--- src/rtl/value_change_capture.sv ---
// Change-only trace capture: samples a wide signal on enabled cycles and queues
// timestamped records of every value change in a small show-ahead FIFO.
module value_change_capture #(
    parameter int WIDTH  = 127,
    parameter int DEPTH  = 4,
    parameter int TS_W   = 32,
    parameter int DROP_W = 16
) (
    input  logic              clk,
    input  logic              rst,
    input  logic              en,
    input  logic [WIDTH-1:0]  sig_in,
    output logic              out_valid,
    input  logic              out_ready,
    output logic [TS_W-1:0]   out_time,
    output logic [WIDTH-1:0]  out_value,
    output logic              out_first,
    output logic              overflow,
    output logic [DROP_W-1:0] drop_count
);

    localparam int AW = $clog2(DEPTH);
    localparam int PW = AW + 1;

    logic [TS_W-1:0]   ts_r;
    logic [WIDTH-1:0]  prev_r;
    logic              first_pending_r;
    logic [TS_W-1:0]   mem_time_r  [DEPTH];
    logic [WIDTH-1:0]  mem_value_r [DEPTH];
    logic              mem_first_r [DEPTH];
    logic [PW-1:0]     wr_ptr_r;
    logic [PW-1:0]     rd_ptr_r;
    logic              overflow_r;
    logic [DROP_W-1:0] drop_count_r;

    logic              empty_s;
    logic              full_s;
    logic              record_s;
    logic              pop_s;
    logic              push_s;
    logic              drop_s;

    // FIFO status and push/pop/drop decisions for the current edge
    always_comb begin
        empty_s  = 1'b0;
        full_s   = 1'b0;
        record_s = 1'b0;
        pop_s    = 1'b0;
        push_s   = 1'b0;
        drop_s   = 1'b0;
        empty_s  = (wr_ptr_r == rd_ptr_r);
        full_s   = (wr_ptr_r[AW] != rd_ptr_r[AW]) &&
                   (wr_ptr_r[AW-1:0] == rd_ptr_r[AW-1:0]);
        record_s = en && (first_pending_r || (sig_in != prev_r));
        pop_s    = !empty_s && out_ready;
        // A pop on the same edge frees the slot a full FIFO would otherwise lack
        push_s   = record_s && (!full_s || pop_s);
        drop_s   = record_s && full_s && !pop_s;
    end

    // Sampling state: timestamp, previous value and initial-snapshot flag
    always_ff @(posedge clk or posedge rst) begin
        if (rst) begin
            ts_r            <= {TS_W{1'b0}};
            prev_r          <= {WIDTH{1'b0}};
            first_pending_r <= 1'b1;
        end else if (en) begin
            ts_r            <= ts_r + TS_W'(1);
            prev_r          <= sig_in;
            first_pending_r <= 1'b0;
        end else begin
            ts_r            <= ts_r;
            prev_r          <= prev_r;
            first_pending_r <= first_pending_r;
        end
    end

    // Record storage and read/write pointers; cleared so the head reads zero after reset
    always_ff @(posedge clk or posedge rst) begin
        if (rst) begin
            for (int i = 0; i < DEPTH; i++) begin
                mem_time_r[i]  <= {TS_W{1'b0}};
                mem_value_r[i] <= {WIDTH{1'b0}};
                mem_first_r[i] <= 1'b0;
            end
            wr_ptr_r <= {PW{1'b0}};
            rd_ptr_r <= {PW{1'b0}};
        end else begin
            if (push_s) begin
                mem_time_r[wr_ptr_r[AW-1:0]]  <= ts_r;
                mem_value_r[wr_ptr_r[AW-1:0]] <= sig_in;
                mem_first_r[wr_ptr_r[AW-1:0]] <= first_pending_r;
                wr_ptr_r                      <= wr_ptr_r + PW'(1);
            end else begin
                wr_ptr_r <= wr_ptr_r;
            end
            if (pop_s) begin
                rd_ptr_r <= rd_ptr_r + PW'(1);
            end else begin
                rd_ptr_r <= rd_ptr_r;
            end
        end
    end

    // Sticky overflow flag and saturating drop counter
    always_ff @(posedge clk or posedge rst) begin
        if (rst) begin
            overflow_r   <= 1'b0;
            drop_count_r <= {DROP_W{1'b0}};
        end else if (drop_s) begin
            overflow_r <= 1'b1;
            if (drop_count_r != {DROP_W{1'b1}}) begin
                drop_count_r <= drop_count_r + DROP_W'(1);
            end else begin
                drop_count_r <= drop_count_r;
            end
        end else begin
            overflow_r   <= overflow_r;
            drop_count_r <= drop_count_r;
        end
    end

    assign out_valid  = !empty_s;
    assign out_time   = mem_time_r[rd_ptr_r[AW-1:0]];
    assign out_value  = mem_value_r[rd_ptr_r[AW-1:0]];
    assign out_first  = mem_first_r[rd_ptr_r[AW-1:0]];
    assign overflow   = overflow_r;
    assign drop_count = drop_count_r;

endmodule

--- config.mk ---
export PLATFORM = sky130hd
export DESIGN_NAME = value_change_capture
export DESIGN_NICKNAME = d
export VERILOG_FILES = /design/src/rtl/value_change_capture.sv
export SDC_FILE = /design/constraint.sdc
export NUM_CORES = 2
export LEC_CHECK = 0
export BUFFER_PORTS_ARGS = -buffer_cell sky130_fd_sc_hd__buf_2
export CAP_MARGIN = 20
export CORE_MARGIN = 5
export CORE_UTILIZATION = 35
export CTS_BUF_LIST = sky130_fd_sc_hd__clkbuf_8 sky130_fd_sc_hd__clkbuf_16
export CTS_CLUSTER_DIAMETER = 60
export CTS_CLUSTER_SIZE = 25
export DETAILED_ROUTE_END_ITERATION = 8
export PLACE_DENSITY = 0.48
export SLEW_MARGIN = 10
export SYNTH_ARGS = -nofsm -noshare
export SYNTH_HDL_FRONTEND = slang
export SYNTH_SLANG_ARGS = --single-unit
--- constraint.sdc ---
create_clock -name clk -period 26.9 [get_ports clk]
set_input_delay 1.345 -clock clk [delete_from_list [all_inputs] [get_ports clk]]
set_output_delay 1.345 -clock clk [all_outputs]
set_load 0.01 [all_outputs]
==> flow_summary.toml <==
[pwr]
switching_share_pct = 33.29
ir_drop_uv = 69.34
p_sw_mw = 1.694
cell_internal_pwr_mw = 3.393
p_clk_share_pct = 25.7
comb_power_share_pct = 35.9
powerDensity_nw_per_um2 = 118.7
p_seq_share_pct = 38.4
p_leak_nw = 18.69

[worst_setup_path]
worstPathArrival_ps = 4130
worstSetupStartpoint = "rd_ptr_r[0]"
crit_path_end_kind = "output port"
required_ps = 25550
critical_path.top_delay_family = "buffers and inverters"
slowest_stage = "dfrtp_4"
critPathLaunchType = "flip-flop"
critPathMaxStageDelay_ps = 1060
cp_num_buf_inv = 3
cp_common_cell = "buf_4"
cp-endpoint = "out_value[54]"
reg2reg_slack_ps = 22520
path_class = "reg -> out"
crit_fanout = 48
reg2reg_from = "prev_r[121]"
worstRegToRegCells = 10
path_depth = 4
reg2reg_to = "mem_value_r[471]"
path_cells = "buf_4 -> buf_4 -> mux4_2 -> buf_2"

[floorplan]
ios = 309
fp.dieW_um = 333.7
initial_core_util_pct = 35.34
row_count = 118
coreArea_um2 = 103800
die_area_um2 = 111400
die_h_um = 333.7

[job]
maxCapViolations = 0

[synthesis]
ys_warn_count = 0
ys_seq_area_share_pct = 56.15
yosysUniqueCellTypes = 41
synth_cells = 2314
synth_edf_count = 0
synth_top_family_by_area = "multiplexers"
ys_ff_latch = 823
synthMuxAreaShare_pct = 33.85
synth_fp_nets = 2452
synth_compound_gate_area_share_pct = 1.214
syn_area_um2 = 36680
synthXorXnorAreaFrac_pct = 2.961
async_flop_share_pct = 100.0
ys.flop_type = "dfrtp_1"
synth-adder-area-share_pct = 0.2388
synth-simple-area-share_pct = 3.323
synth.avg_cell_area_um2 = 15.85

[sta]
slew_headroom_pct = 27.82
layout_setup_ws_ps = 21430
skew_ps = 27.56
fin_tns_setup_ps = 0
rsz0062_at_grt = "false"
hold_viol = 0
final.min_clock_period_ps = 5470
slew_viol_final = 0
tightest_slew_ps = 1073
max_freq_mhz = 182.8
setup_viol = 0
period_share_pct = 20.34

[clock_tree]
insertion_delay_ps = 670
cts_root_buf = "clkbuf_16"
htree_levels = 3
post_cts_buffers = 0
cts.sinks = 823
cts_resized = 0
cts_tree = "yes"
clk_pin_slew_worst_paths_ps = 70
cts_made_buffers = 91
cts_hold_buffers = 0
cts_buffer_depth = 3

[detailed_routing]
drc = 0
detail_route.iter0.violations = 1029
ant_nets = 0
wl_per_cell_um = 24.82
vias = 20825
drt_wl_total_um = 101400
dr.pass1.iters = 4
viasPerCell = 5.098

[global_route]
antenna_found_initial = 28
grt_overflow = 0
grt_use_met3_pct = 4.268
gr-usage-met2_pct = 29.29
grt_use_total_pct = 18.04
grt_pass1_wl_um = 152600
grt_pass1_vias = 22704
met1_usage_pct = 24.42
grt_start_max_net_pins = 162
top_usage_layer = "met2"

[cells_and_area]
nNetsFinal = 2756
multiInputGateArea_um2 = 15290
regArea_um2 = 20600
finalNonFillerCells = 4085
areaGrowthSynthToFinish_pct = 16.85
finalInstanceArea_um2 = 42860
fillers = 9440
drive_gt1_share_pct = 49.28

[placed_design]
placed_area_um2 = 39580
globalplace.congestion = 0.7821
numPortBuffers = 308
placedCellCount = 3902
place_ws_ps = 21450
dp_hpwl_um = 67170

[min_path]
hp-class = "reg -> reg"

[status]
status = "completed"
==> worst register-to-register path, stage by stage (launching register included) <==
cell       delay [ps]
dfrtp_1           390
nor2b_1           160
a2111o_1          360
a2111oi_0         700
nand4_1           340
nor4_4            330
buf_4             340
nor3_4            120
buf_12            270
buf_4             740
mux2_1            500
==> worst min path at each step <==
stage	start	endpoint	slack, ps	depth (start not counted)
6_report	mem_value_r[374]	mem_value_r[374]	480	1
5_1_grt	mem_value_r[355]	mem_value_r[355]	490	1
4_1_cts	mem_value_r[374]	mem_value_r[374]	480	1
3_5_place_dp	mem_value_r[374]	mem_value_r[374]	470	1
3_3_place_gp	mem_value_r[367]	mem_value_r[367]	460	1
2_1_floorplan	mem_value_r[319]	mem_value_r[319]	450	1
==> placed cells by master (no fill, tap or decap), types with 24 or more instances in the layout <==
master     count
xnor2_1       92
inv_1         42
clkbuf_16     92
buf_4         28
mux2_2       549
mux4_2       160
mux2_4       101
dfrtp_1      820
buf_2        307
xor2_1        32
nand2b_1      24
nand4_1       24
nand2_1       50
nor2b_1       39
mux2_1        99
==> Yosys cell counts, drive strengths merged, types with 2 or more instances <==
cell type	count	share of area [%]
buf	63	1.2
and3	11	0.19
a2111o	12	0.37
mux4	160	9.8
a2111oi	2	0.048
o221ai	3	0.072
o21ai	23	0.31
nor2	13	0.13
xor2	32	0.76
or2	2	0.034
nor3	12	0.19
inv	38	0.39
o22ai	9	0.15
dfrtp	822	56
ha	7	0.24
nand3	20	0.27
nor3b	5	0.10
nand2	50	0.51
o2111ai	8	0.19
xnor2	92	2.2
clkbuf	68	0.70
nor2b	39	0.67
mux2	749	24
nand4	24	0.41
nand2b	24	0.41
nor4	18	0.32
==> cell type report <==
type	count	area share (%)
inverters	38	0.3503
clock buffers	95	5.468
diodes	10	0.05839
well taps	1380	4.029
repair buffers	342	4.417
clock inverters	75	1.933
flip-flops and latches	823	48.08
multi-input cells	1322	35.67
==> through the flow <==
step                util [%]  total power, mW  hold slack, ps
floorplan                  -            3.199           452.4
global placement       38.14            3.790           461.1
detailed placement     38.14            3.858           468.6
CTS                    41.19            5.193           482.4
global route           41.27            5.376           486.6
finish                 41.29            5.087           479.3
==> cell families after synthesis <==
family,after synthesis
adder cells (fa/ha/maj),7
AND/OR/NAND/NOR,222
multiplexers,909
AO/OA/AOI/OAI,60
flip-flops,823
XOR/XNOR,124
buffers and inverters,169
==> flip-flops by register name, summed over array words and instances, names as in the netlist <==
name and flops:
rd_ptr_r 3, drop_count 16, ts_r 32, prev_r 127, overflow 1, mem_first_r 4
mem_time_r 128, wr_ptr_r 3, first_pending_r 1, mem_value_r 508
==> power groups by stage <==
stage | Sequential, mW | Clock [mW] | Combinational, mW
2_1_floorplan | 1.86 | 0 | 1.34
3_3_place_gp | 1.94 | 0 | 1.85
3_5_place_dp | 1.98 | 0 | 1.88
4_1_cts | 1.96 | 1.35 | 1.88
5_1_grt | 2.01 | 1.40 | 1.97
6_report | 1.95 | 1.31 | 1.83
==> per-layer routing <==
metal,wire [um],vias up
met5,56,-
met4,2818,12
met3,4973,160
met2,48150,389
met1,45400,11167
li1,-,9097
No activity file was read; power rests on OpenSTA's default activity.
